### src/rtl/ahb_rr_arbiter_if.sv
// Bus-side signal bundle for the round-robin AHB arbiter.
// The master modport is the requesting side (masters plus the slave's HREADY);
// the slave modport is the arbiter itself.
interface ahb_rr_arbiter_if #(
  parameter int MASTER_NUM = 4
);
  localparam int MW = $clog2(MASTER_NUM);

  logic [MASTER_NUM-1:0]   m_busreq;
  logic [MASTER_NUM-1:0]   m_hlock;
  logic [2*MASTER_NUM-1:0] m_htrans;
  logic [3*MASTER_NUM-1:0] m_hburst;
  logic                    hready;
  logic [MASTER_NUM-1:0]   hgrant;
  logic [MW-1:0]           hmaster;
  logic                    hmaster_lock;
  logic [4:0]              beats_left;

  modport master (
    output m_busreq, m_hlock, m_htrans, m_hburst, hready,
    input  hgrant, hmaster, hmaster_lock, beats_left
  );

  modport slave (
    input  m_busreq, m_hlock, m_htrans, m_hburst, hready,
    output hgrant, hmaster, hmaster_lock, beats_left
  );
endinterface

### src/rtl/ahb_rr_arbiter.sv
// Round-robin AHB arbiter: hands the bus over only at burst boundaries,
// INCR tenure expiry or IDLE, honours HLOCK, and parks on a default master.
module ahb_rr_arbiter #(
  parameter int MASTER_NUM     = 4,
  parameter int DEFAULT_MASTER = MASTER_NUM - 1,
  parameter int MAX_TENURE     = 16
) (
  input logic             hclk,
  input logic             hreset,
  ahb_rr_arbiter_if.slave bus
);
  localparam int MW = $clog2(MASTER_NUM);
  localparam logic [MASTER_NUM-1:0] ONE     = {{(MASTER_NUM-1){1'b0}}, 1'b1};
  localparam logic [MW-1:0]         DEF_IDX = MW'(DEFAULT_MASTER);

  localparam logic [1:0] HT_IDLE   = 2'b00;
  localparam logic [1:0] HT_NONSEQ = 2'b10;
  localparam logic [1:0] HT_SEQ    = 2'b11;
  localparam logic [2:0] HB_INCR   = 3'b001;

  typedef enum logic [1:0] {
    ST_PARK   = 2'd0,
    ST_BURST  = 2'd1,
    ST_LOCKED = 2'd2
  } state_t;

  logic [MASTER_NUM-1:0] r_hgrant;
  logic [MW-1:0]         r_hmaster;
  logic [MW-1:0]         r_last_winner;
  logic                  r_hmaster_lock;
  logic [4:0]            r_beats_left;
  logic [4:0]            r_tenure;
  state_t                r_state;

  logic [1:0]    w_htrans [MASTER_NUM];
  logic [2:0]    w_hburst [MASTER_NUM];
  logic [1:0]    w_ot;
  logic [2:0]    w_ob;
  logic [MW-1:0] w_gidx;
  logic [4:0]    w_len;
  logic          w_beat;
  logic          w_locked;
  logic          w_handover;
  logic          w_any_req;
  logic [MW-1:0] w_win_hi;
  logic [MW-1:0] w_win_lo;
  logic          w_hi_found;
  logic          w_lo_found;
  logic [MW-1:0] w_win;

  // Unpack the per-master transfer type and burst fields.
  for (genvar gi = 0; gi < MASTER_NUM; gi++) begin : g_split
    assign w_htrans[gi] = bus.m_htrans[2*gi +: 2];
    assign w_hburst[gi] = bus.m_hburst[3*gi +: 3];
  end

  // The address-phase owner's transfer decides burst tracking and handover.
  assign w_ot = w_htrans[r_hmaster];
  assign w_ob = w_hburst[r_hmaster];

  // Encode the one-hot grant back to an index.
  always_comb begin
    w_gidx = '0;
    for (int i = 0; i < MASTER_NUM; i++) begin
      if (r_hgrant[i]) w_gidx = MW'(i);
    end
  end

  // Burst length of the owner's current burst; undefined INCR gets the tenure cap.
  always_comb begin
    case (w_ob)
      3'b000:         w_len = 5'd1;
      3'b001:         w_len = 5'(MAX_TENURE);
      3'b010, 3'b011: w_len = 5'd4;
      3'b100, 3'b101: w_len = 5'd8;
      default:        w_len = 5'd16;
    endcase
  end

  assign w_beat   = (w_ot == HT_NONSEQ) || (w_ot == HT_SEQ);
  assign w_locked = bus.m_busreq[w_gidx] & bus.m_hlock[w_gidx];
  assign w_any_req = |bus.m_busreq;

  assign w_handover = !w_locked &&
                      ((w_ot == HT_IDLE) ||
                       ((w_ot == HT_NONSEQ) && (w_len == 5'd1)) ||
                       ((w_ot == HT_SEQ) && (r_beats_left == 5'd1)) ||
                       ((w_ob == HB_INCR) && w_beat && (r_tenure == 5'(MAX_TENURE - 1))) ||
                       (r_state == ST_PARK));

  // Round-robin pick: lowest requester above last_winner, else lowest at or below it.
  always_comb begin
    w_win_hi   = '0;
    w_win_lo   = '0;
    w_hi_found = 1'b0;
    w_lo_found = 1'b0;
    for (int i = MASTER_NUM - 1; i >= 0; i--) begin
      if (bus.m_busreq[i]) begin
        if (MW'(i) > r_last_winner) begin
          w_win_hi   = MW'(i);
          w_hi_found = 1'b1;
        end else begin
          w_win_lo   = MW'(i);
          w_lo_found = 1'b1;
        end
      end
    end
    if (w_hi_found)      w_win = w_win_hi;
    else if (w_lo_found) w_win = w_win_lo;
    else                 w_win = DEF_IDX;
  end

  // Arbitration state, burst tracking and FSM; everything stalls while hready is low.
  always_ff @(posedge hclk) begin
    if (hreset) begin
      r_hgrant       <= ONE << DEF_IDX;
      r_hmaster      <= DEF_IDX;
      r_hmaster_lock <= 1'b0;
      r_beats_left   <= 5'd0;
      r_tenure       <= 5'd0;
      r_last_winner  <= DEF_IDX;
      r_state        <= ST_PARK;
    end else if (bus.hready) begin
      r_hmaster      <= w_gidx;
      r_hmaster_lock <= bus.m_hlock[w_gidx];

      if (w_ot == HT_NONSEQ) begin
        r_beats_left <= w_len - 5'd1;
      end else if (w_ot == HT_SEQ) begin
        r_beats_left <= (r_beats_left == 5'd0) ? 5'd0 : r_beats_left - 5'd1;
      end

      // Tenure restarts whenever address-phase ownership moves to another master.
      if (w_gidx != r_hmaster) begin
        r_tenure <= 5'd0;
      end else if (w_beat && (r_tenure != 5'd31)) begin
        r_tenure <= r_tenure + 5'd1;
      end

      if (w_handover) begin
        r_hgrant <= ONE << w_win;
        if (w_any_req) r_last_winner <= w_win;
      end

      case (r_state)
        ST_PARK: begin
          if (w_any_req) r_state <= ST_BURST;
        end
        ST_BURST: begin
          if (w_locked)                     r_state <= ST_LOCKED;
          else if (w_handover && !w_any_req) r_state <= ST_PARK;
        end
        ST_LOCKED: begin
          if (!w_locked) r_state <= ST_BURST;
        end
        default: r_state <= ST_PARK;
      endcase
    end
  end

  assign bus.hgrant       = r_hgrant;
  assign bus.hmaster      = r_hmaster;
  assign bus.hmaster_lock = r_hmaster_lock;
  assign bus.beats_left   = r_beats_left;
endmodule

### src/flat_wrapper.sv
// flat-port wrapper written by rule: the top's interface ports become plain ports
module ahb_rr_arbiter_flat 
#(
  parameter int MASTER_NUM     = 4,
  parameter int DEFAULT_MASTER = MASTER_NUM - 1,
  parameter int MAX_TENURE     = 16
)
  (hclk, hreset, bus_m_busreq, bus_m_hlock, bus_m_htrans, bus_m_hburst, bus_hready, bus_hgrant, bus_hmaster, bus_hmaster_lock, bus_beats_left);
  ahb_rr_arbiter_if #(.MASTER_NUM(MASTER_NUM)) bus_i ();
  input logic hclk;
  input logic hreset;
  input wire logic [$bits(bus_i.m_busreq)-1:0] bus_m_busreq;
  input wire logic [$bits(bus_i.m_hlock)-1:0] bus_m_hlock;
  input wire logic [$bits(bus_i.m_htrans)-1:0] bus_m_htrans;
  input wire logic [$bits(bus_i.m_hburst)-1:0] bus_m_hburst;
  input wire logic [$bits(bus_i.hready)-1:0] bus_hready;
  output wire logic [$bits(bus_i.hgrant)-1:0] bus_hgrant;
  output wire logic [$bits(bus_i.hmaster)-1:0] bus_hmaster;
  output wire logic [$bits(bus_i.hmaster_lock)-1:0] bus_hmaster_lock;
  output wire logic [$bits(bus_i.beats_left)-1:0] bus_beats_left;
  assign bus_i.m_busreq = bus_m_busreq;
  assign bus_i.m_hlock = bus_m_hlock;
  assign bus_i.m_htrans = bus_m_htrans;
  assign bus_i.m_hburst = bus_m_hburst;
  assign bus_i.hready = bus_hready;
  assign bus_hgrant = bus_i.hgrant;
  assign bus_hmaster = bus_i.hmaster;
  assign bus_hmaster_lock = bus_i.hmaster_lock;
  assign bus_beats_left = bus_i.beats_left;
  ahb_rr_arbiter #(.MASTER_NUM(MASTER_NUM), .DEFAULT_MASTER(DEFAULT_MASTER), .MAX_TENURE(MAX_TENURE)) u_core (.hclk(hclk), .hreset(hreset), .bus(bus_i));
endmodule
### config.mk
export PLATFORM = sky130hd
export DESIGN_NAME = ahb_rr_arbiter_flat
export DESIGN_NICKNAME = d
export VERILOG_FILES = /design/src/rtl/ahb_rr_arbiter_if.sv /design/src/rtl/ahb_rr_arbiter.sv /design/src/flat_wrapper.sv
export SDC_FILE = /design/constraint.sdc
export NUM_CORES = 1
export LEC_CHECK = 0
export ABC_AREA = 1
export CAP_MARGIN = 20
export CORE_MARGIN = 5
export CORE_UTILIZATION = 48
export DETAILED_ROUTE_END_ITERATION = 7
export PLACE_DENSITY = 0.85
export SETUP_SLACK_MARGIN = 0.15
export SLEW_MARGIN = 10
export SYNTH_ARGS = -nofsm -noshare
export SYNTH_HDL_FRONTEND = slang
export SYNTH_SLANG_ARGS = --single-unit
### constraint.sdc
create_clock -name hclk -period 1.9 [get_ports hclk]
set_input_delay 0.475 -clock hclk [delete_from_list [all_inputs] [get_ports hclk]]
set_output_delay 0.475 -clock hclk [all_outputs]
set_load 0.01 [all_outputs]
Yosys cells after proc, flatten, opt, wreduce, memory -nomap -nowiden

Index checks and enable logic that the tools add are counted.

Register bits after elaboration: 21
Bits in latches: 0
Bits in writable memories: 0
ROM bits: 0
Output and inout port bits: 12
Memories: 0

Add/sub/neg operators: 3
Multiply operators: 0
Divide/modulo/power cells: 0
Order comparisons: 6
Eq/ne operators: 17
Shift-type cells: 1
Multiplexer cells: 58
Bitwise operators: 2
Reductions and logical operators: 28

Operator list:

| kind                                                          | count |
|---|---|
| 2-to-1 mux 2 bit                                              | 26 |
| 2-to-1 mux 5 bit                                              | 5 |
| 2-to-1 mux 1 bit                                              | 19 |
| case mux 5 bit (3 select lines)                               | 1 |
| equality test 5 x 1 -> 1 bit (second input constant)          | 2 |
| subtractor 5 x 1 -> 5 bit (second input constant)             | 2 |
| logical AND 1 bit                                             | 7 |
| binary-select mux 3 bit (select 2 bit)                        | 1 |
| equality test 2 bit (second input constant)                   | 3 |
| equality test 3 x 2 -> 1 bit (second input constant)          | 2 |
| equality test 3 bit (second input constant)                   | 2 |
| 2-to-1 mux 3 bit                                              | 2 |
| case mux 2 bit (3 select lines)                               | 1 |
| AND reduction 2 bit                                           | 3 |
| adder 5 x 1 -> 5 bit (second input constant)                  | 1 |
| equality test 5 x 4 -> 1 bit (second input constant)          | 1 |
| logical NOT 5 bit                                             | 1 |
| logical OR 1 bit                                              | 5 |
| inequality test 5 bit (second input constant)                 | 1 |
| binary-select mux 1 bit (select 2 bit)                        | 2 |
| binary-select mux 2 bit (select 2 bit)                        | 1 |
| greater-than comparator 1 x 2 -> 1 bit (first input constant) | 2 |
| greater-than comparator 2 bit (first input constant)          | 2 |
| logical NOT 2 bit                                             | 2 |
| 18 further kinds                                              | 21 |

Longest topological paths before layout

Depth after elaboration: 18
Depth in mapped cells: 14
Gate-level depth less buffers: 13

Worst setup path before layout

OpenSTA, ideal clock, no wires.

Path type: reg-to-reg
Start point: register u_core.r_tenure[1]
End point: register u_core.r_last_winner[1]
Arrival time: 1548 ps
Required time: 1777 ps
Slack: 229 ps
Stages on the path, launching flop included: 14
Path buffers: 0
Path through: dfxtp_1 -> ha_1 -> inv_1 -> nor3_1 -> ha_1 -> inv_1 -> nor2_2 -> nand3_2 -> nand3_4 -> nand3_4 -> inv_4 -> nand2_2 -> nand2_1 -> nand3_1

Longest elaborated chain between the ends: 6

RTL lines:

| element                              | RTL line              | text |
|---|---|---|
| from (decl)                          | ahb_rr_arbiter.sv:32  | `logic [4:0] r_tenure;` |
| from (signal assigned)               | ahb_rr_arbiter.sv:137 | `r_tenure <= r_tenure + 5'd1;` |
| equality test 5 x 4 -> 1 bit         | ahb_rr_arbiter.sv:88  | `((w_ob == HB_INCR) && w_beat && (r_tenure == 5'(MAX_TENURE - 1))) \|\|` |
| logical AND 1 bit                    | ahb_rr_arbiter.sv:88  |  |
| logical OR 1 bit                     | ahb_rr_arbiter.sv:87  | `((w_ot == HT_SEQ) && (r_beats_left == 5'd1)) \|\|` |
| logical OR 1 bit                     | ahb_rr_arbiter.sv:88  |  |
| logical AND 1 bit                    | ahb_rr_arbiter.sv:84  | `assign w_handover = !w_locked &&` |
| AND reduction 3 bit (no source line) | n/a                   |  |
| to (signal assigned)                 | ahb_rr_arbiter.sv:142 | `if (w_any_req) r_last_winner <= w_win;` |
| to (decl)                            | ahb_rr_arbiter.sv:29  | `logic [MW-1:0] r_last_winner;` |

Every way passes these cells.
A chain may end at the register's enable or synchronous reset.

Worst setup path after layout

Start point: input bus_m_hburst[11]
End point: register u_core.r_beats_left[2] (netlist: u_core.bus.beats_left[2])

Longest elaborated chain between the ends: 8
Elaborated cells on any way between the ends: 13
Those cells by class: add/sub: 1; eq/ne: 4; mux: 5; reduce/logical: 3

RTL lines:

| element                                                                    | RTL line              | text |
|---|---|---|
| from (decl)                                                                | flat_wrapper.sv:15    | `input wire logic [$bits(bus_i.m_hburst)-1:0] bus_m_hburst;` |
| binary-select mux 3 bit (select 2 bit) (*)                                 | ahb_rr_arbiter.sv:59  | `assign w_ob = w_hburst[r_hmaster];` |
| 2-to-1 mux 3 bit (not written as such) (*) (2 in series)                   | ahb_rr_arbiter.sv:59  |  |
| equality test 3 bit / equality test 3 x 2 -> 1 bit (equally long branches) | ahb_rr_arbiter.sv:71  | `case (w_ob)` |
| OR reduction 2 bit                                                         | ahb_rr_arbiter.sv:71  |  |
| case mux 5 bit (3 select lines) (*)                                        | ahb_rr_arbiter.sv:71  |  |
| subtractor 5 x 1 -> 5 bit (*)                                              | ahb_rr_arbiter.sv:128 | `r_beats_left <= w_len - 5'd1;` |
| 2-to-1 mux 5 bit (*)                                                       | ahb_rr_arbiter.sv:127 | `if (w_ot == HT_NONSEQ) begin` |
| to (signal assigned)                                                       | ahb_rr_arbiter.sv:128 |  |
| to (signal assigned)                                                       | ahb_rr_arbiter.sv:130 | `r_beats_left <= (r_beats_left == 5'd0) ? 5'd0 : r_beats_left - 5'd1;` |
| to (decl)                                                                  | ahb_rr_arbiter.sv:31  | `logic [4:0] r_beats_left;` |

Every way passes the cells marked *; elsewhere a longest branch is shown, timed or not. The select of a mux whose other input is x is not followed.

==> run_results.csv <==
group,metric,value,unit
status,outcome,"complete, no violations",
timing,max_freq,573,MHz
worst_setup_path,crit_path_end_kind,"register",
synthesis,synth_cells,252,
worst_setup_path,crit_cells,9,
clock_network,cts_inserted_buffers,3,
global_route,grt_pass1_wl,6.90,mm
layout,diodes,0,
synthesis,synth-seq-cells,21,
worst_setup_path,worstRegToRegCells,13,
placed_design,dp_hpwl,3.22,mm
worst_setup_path,path_common_cell,"nand3_2",
synthesis,synth_top_family_by_area,"simple AND/OR/NAND/NOR gates",
worst_setup_path,path_delay_family,"buffers and inverters",
global_route,antenna_found_initial,0,
worst_setup_path,crit_path_start_kind,"input port",
synthesis,syn_area,1610,µm²
synthesis,mappedNetlistNets,289,
flow_run,max_cap_violations,0,
layout,drive_above_1_share,0.277,
layout,finish.instance_area,2380,µm²
routing,routed_wl,4.43,mm
die,rows,21,
worst_setup_path,r2r_setup_slack,0.21,ns
timing,slew_viol_final,0,
placed_design,postPlaceCellArea,2170,µm²
global_route,grt_start_max_net_pins,13,
layout,syn_to_final_growth,47.7,%
routing,route.detailed.drc,0,
worst_setup_path,arrival,1.96,ns
worst_setup_path,slowest_stage,"clkdlybuf4s50_1",
global_route,track_usage,0.194,
pwr,leakagePower,1.20,nW
synthesis,synth-main-ff-cell,"dfxtp_1",
synthesis,async_flop_share,0,
clock_network,cts_htree_levels,1,
clock_network,clock_sinks,21,
layout,final_cell_mix,"nand2_1 (51), inv_1 (38), clkdlybuf4s50_1 (32), buf_4 (20), nor2_1 (18)",
clock_network,ctsHoldBuffers,0,
hold_path,min_path_cells,2,
synthesis,synthMuxAreaShare,0,
die,coreArea,3280,µm²
layout,layout.nets,352,
synthesis,ys_warn_count,0,
synthesis,syn_area_per_cell,6.40,µm²
timing,fin_crit,1.74,ns
global_route,grt.overflow.total,0,
worst_setup_path,cp-endpoint,"u_core.bus.beats_left[2]",
die,chipHeight,67.9,µm
worst_setup_path,crit_chain,"clkdlybuf4s50_1 > nand2_1 > nand3_2 > nand2_2 > nand3_2 > ha_4 > nor3_1 > o31ai_1 > inv_1",
clock_network,cts.path.max_buffers,2,
placed_design,port_buffers,42,
routing,avgRoutedWirePerCell,12.3,µm
timing,timing.slew.headroom,0.791,
routing,drt-initial-drc-count,127,
placed_design,gp_congestion,0.867,
worst_setup_path,timing.rr.end,"u_core.r_last_winner[1]",
routing,ant_nets,0,
hold_path,hold_path_class,"register to register",
worst_setup_path,critPathRequiredTime,2.12,ns
layout,fillers,262,
die,start_util,0.491,
global_route,grt_pass1_vias,1679,
synthesis,synth_compound_area_frac,0.149,
timing,worst_pin_slew,0.313,ns
timing,finalSetupViolCount,0,
timing,hold_violations,0,
die,dieArea,4620,µm²
clock_network,cts_tree,"done",
clock_network,clk_latency,0.31,ns
worst_setup_path,crit_fanout,2,
pwr,p_total,1.53,mW
worst_setup_path,critPathMaxStageDelay,0.41,ns
routing,drtPass1Iterations,4,
worst_setup_path,path_buf_inv,2,
routing,viasPerCell,5.02,
synthesis,synth-edff-count,0,
synthesis,synth_cell_type_count,32,
timing,rsz0062_at_grt,"yes",
timing,fin_skew,0.0154,ns
pwr,irDropWorstVdd,0.531,mV
synthesis,synthSimpleGateAreaFrac,0.387,
synthesis,ys_seq_area_frac,0.261,
clock_network,clk_pin_slew,0.13,ns
die,die_w,67.9,µm
layout,final_common_cell,"nand2_1",
synthesis,synthAdderAreaFrac,0.0466,
clock_network,cts_root_buf,"clkbuf_4",
pwr,powerDensity,644,nW/µm²
routing,vias,1808,
worst_setup_path,r2r-start,"u_core.r_tenure[1]",
die,pin_count,43,
worst_setup_path,crit_type,"input port to register",
synthesis,synthXorXnorAreaFrac,0.0217,
timing,fin_crit_sh,0.918,
worst_setup_path,critPathLaunch,"bus_m_hburst[11]",
worst min-delay path by stage:
stage / slack [ns] / startpoint / end
floorplan: 0.45 / u_core.r_state[1] / u_core.r_state[1]
global placement: 0.45 / u_core.r_state[1] / u_core.r_state[1]
detailed placement: 0.46 / u_core.r_state[1] / u_core.r_state[1]
CTS: 0.48 / u_core.r_state[1] / u_core.r_state[1]
global route: 0.52 / u_core.r_state[1] / u_core.r_state[1]
finish: 0.48 / u_core.r_state[1] / u_core.r_state[1]
worst reg2reg max path: stages, from the launching register on:
cell and delay (ns):
dfxtp_2 0.38, ha_4 0.14, inv_2 0.05, nor3_4 0.12
ha_2 0.18, inv_1 0.04, nor2_2 0.08, nand3_2 0.09
nand3_4 0.11, nand3_4 0.11, inv_4 0.10, nand2_2 0.05
nand2_1 0.05, nand3_1 0.06
synthesized netlist by cell type, types with 2 or more instances:
| master | instances | area (µm²) |
|---|---|---|
| a21oi_1 | 18 | 90.1 |
| a21oi_2 | 3 | 26.3 |
| buf_4 | 3 | 22.5 |
| dfxtp_1 | 21 | 420 |
| ha_1 | 6 | 75.1 |
| inv_1 | 42 | 158 |
| inv_2 | 4 | 15.0 |
| nand2_1 | 54 | 203 |
| nand2_2 | 12 | 75.1 |
| nand3_1 | 20 | 100 |
| nand3_2 | 4 | 40.0 |
| nand3_4 | 2 | 35.0 |
| nand4_1 | 2 | 12.5 |
| nor2_1 | 20 | 75.1 |
| nor2_2 | 2 | 12.5 |
| nor3_1 | 7 | 35.0 |
| o211ai_1 | 2 | 15.0 |
| o21ai_0 | 12 | 60.1 |
| o21ai_1 | 2 | 10.0 |
| o31ai_1 | 2 | 15.0 |
| xnor2_1 | 3 | 26.3 |
what timing repair did:
| item | 4_1_cts | 5_1_grt |
|---|---|---|
| pin swaps | 6 | 21 |
| gates resized for setup | 15 | 35 |
| gates cloned | 0 | 0 |
| endpoints found under the setup margin | 14 | 25 |
| buffers inserted | 3 | 2 |
through the flow:
stage / TNS, ns / cells / setup WS (ns) / utilization / hold WS, ns
after floorplan: 0 / 252 / 0.229 / - / 0.448
after global routing: 0 / 360 / 0.0404 / 0.725 / 0.519
after CTS: 0 / 358 / 0.154 / 0.685 / 0.481
after detailed placement: -2.00 / 351 / -0.195 / 0.661 / 0.463
after global placement: -1.18 / 351 / -0.131 / 0.661 / 0.455
final: 0 / 360 / 0.156 / 0.725 / 0.478
area by class of cell:
cell class / instances / area, µm² / area share
sequential: 21 / 437 / 0.183
clock buffer: 3 / 22.5 / 0.00946
clock inverter: 1 / 5.00 / 0.00210
tap: 46 / 57.6 / 0.0242
multi-input combinational: 179 / 1070 / 0.451
inverter: 47 / 181 / 0.0762
timing repair buffer: 63 / 603 / 0.253
routing by layer:
metal	global-route usage	share of wire	vias up
met5	0	0	-
met2	0.353	0.50	58
met1	0.206	0.41	813
met3	0.0509	0.066	13
li1	-	-	924
met4	0.0918	0.024	0
registers in the layout, indices dropped and copies added (netlist names):
register and cells:
u_core.r_last_winner 2, u_core.r_tenure 5, u_core.bus.hmaster 2, u_core.bus.hgrant 4
u_core.bus.beats_left 5, u_core.bus.hmaster_lock 1, u_core.r_state 2
logic make-up (layout without fill, tap and decap cells):
logic type,Yosys count,after routing
flops,21,21
simple gates,127,127
xor+xnor,4,4
fa+ha+maj,6,6
compound gates,42,42
buf+inv,52,114
where the power goes:
group | switching, mW | leakage, nW | internal (mW)
Combinational | 0.414 | 1.01 | 0.356
Sequential | 0.0465 | 0.175 | 0.492
Clock | 0.146 | 0.0177 | 0.0786
Total | 0.606 | 1.20 | 0.926
Power figures use the tool's default switching activity.
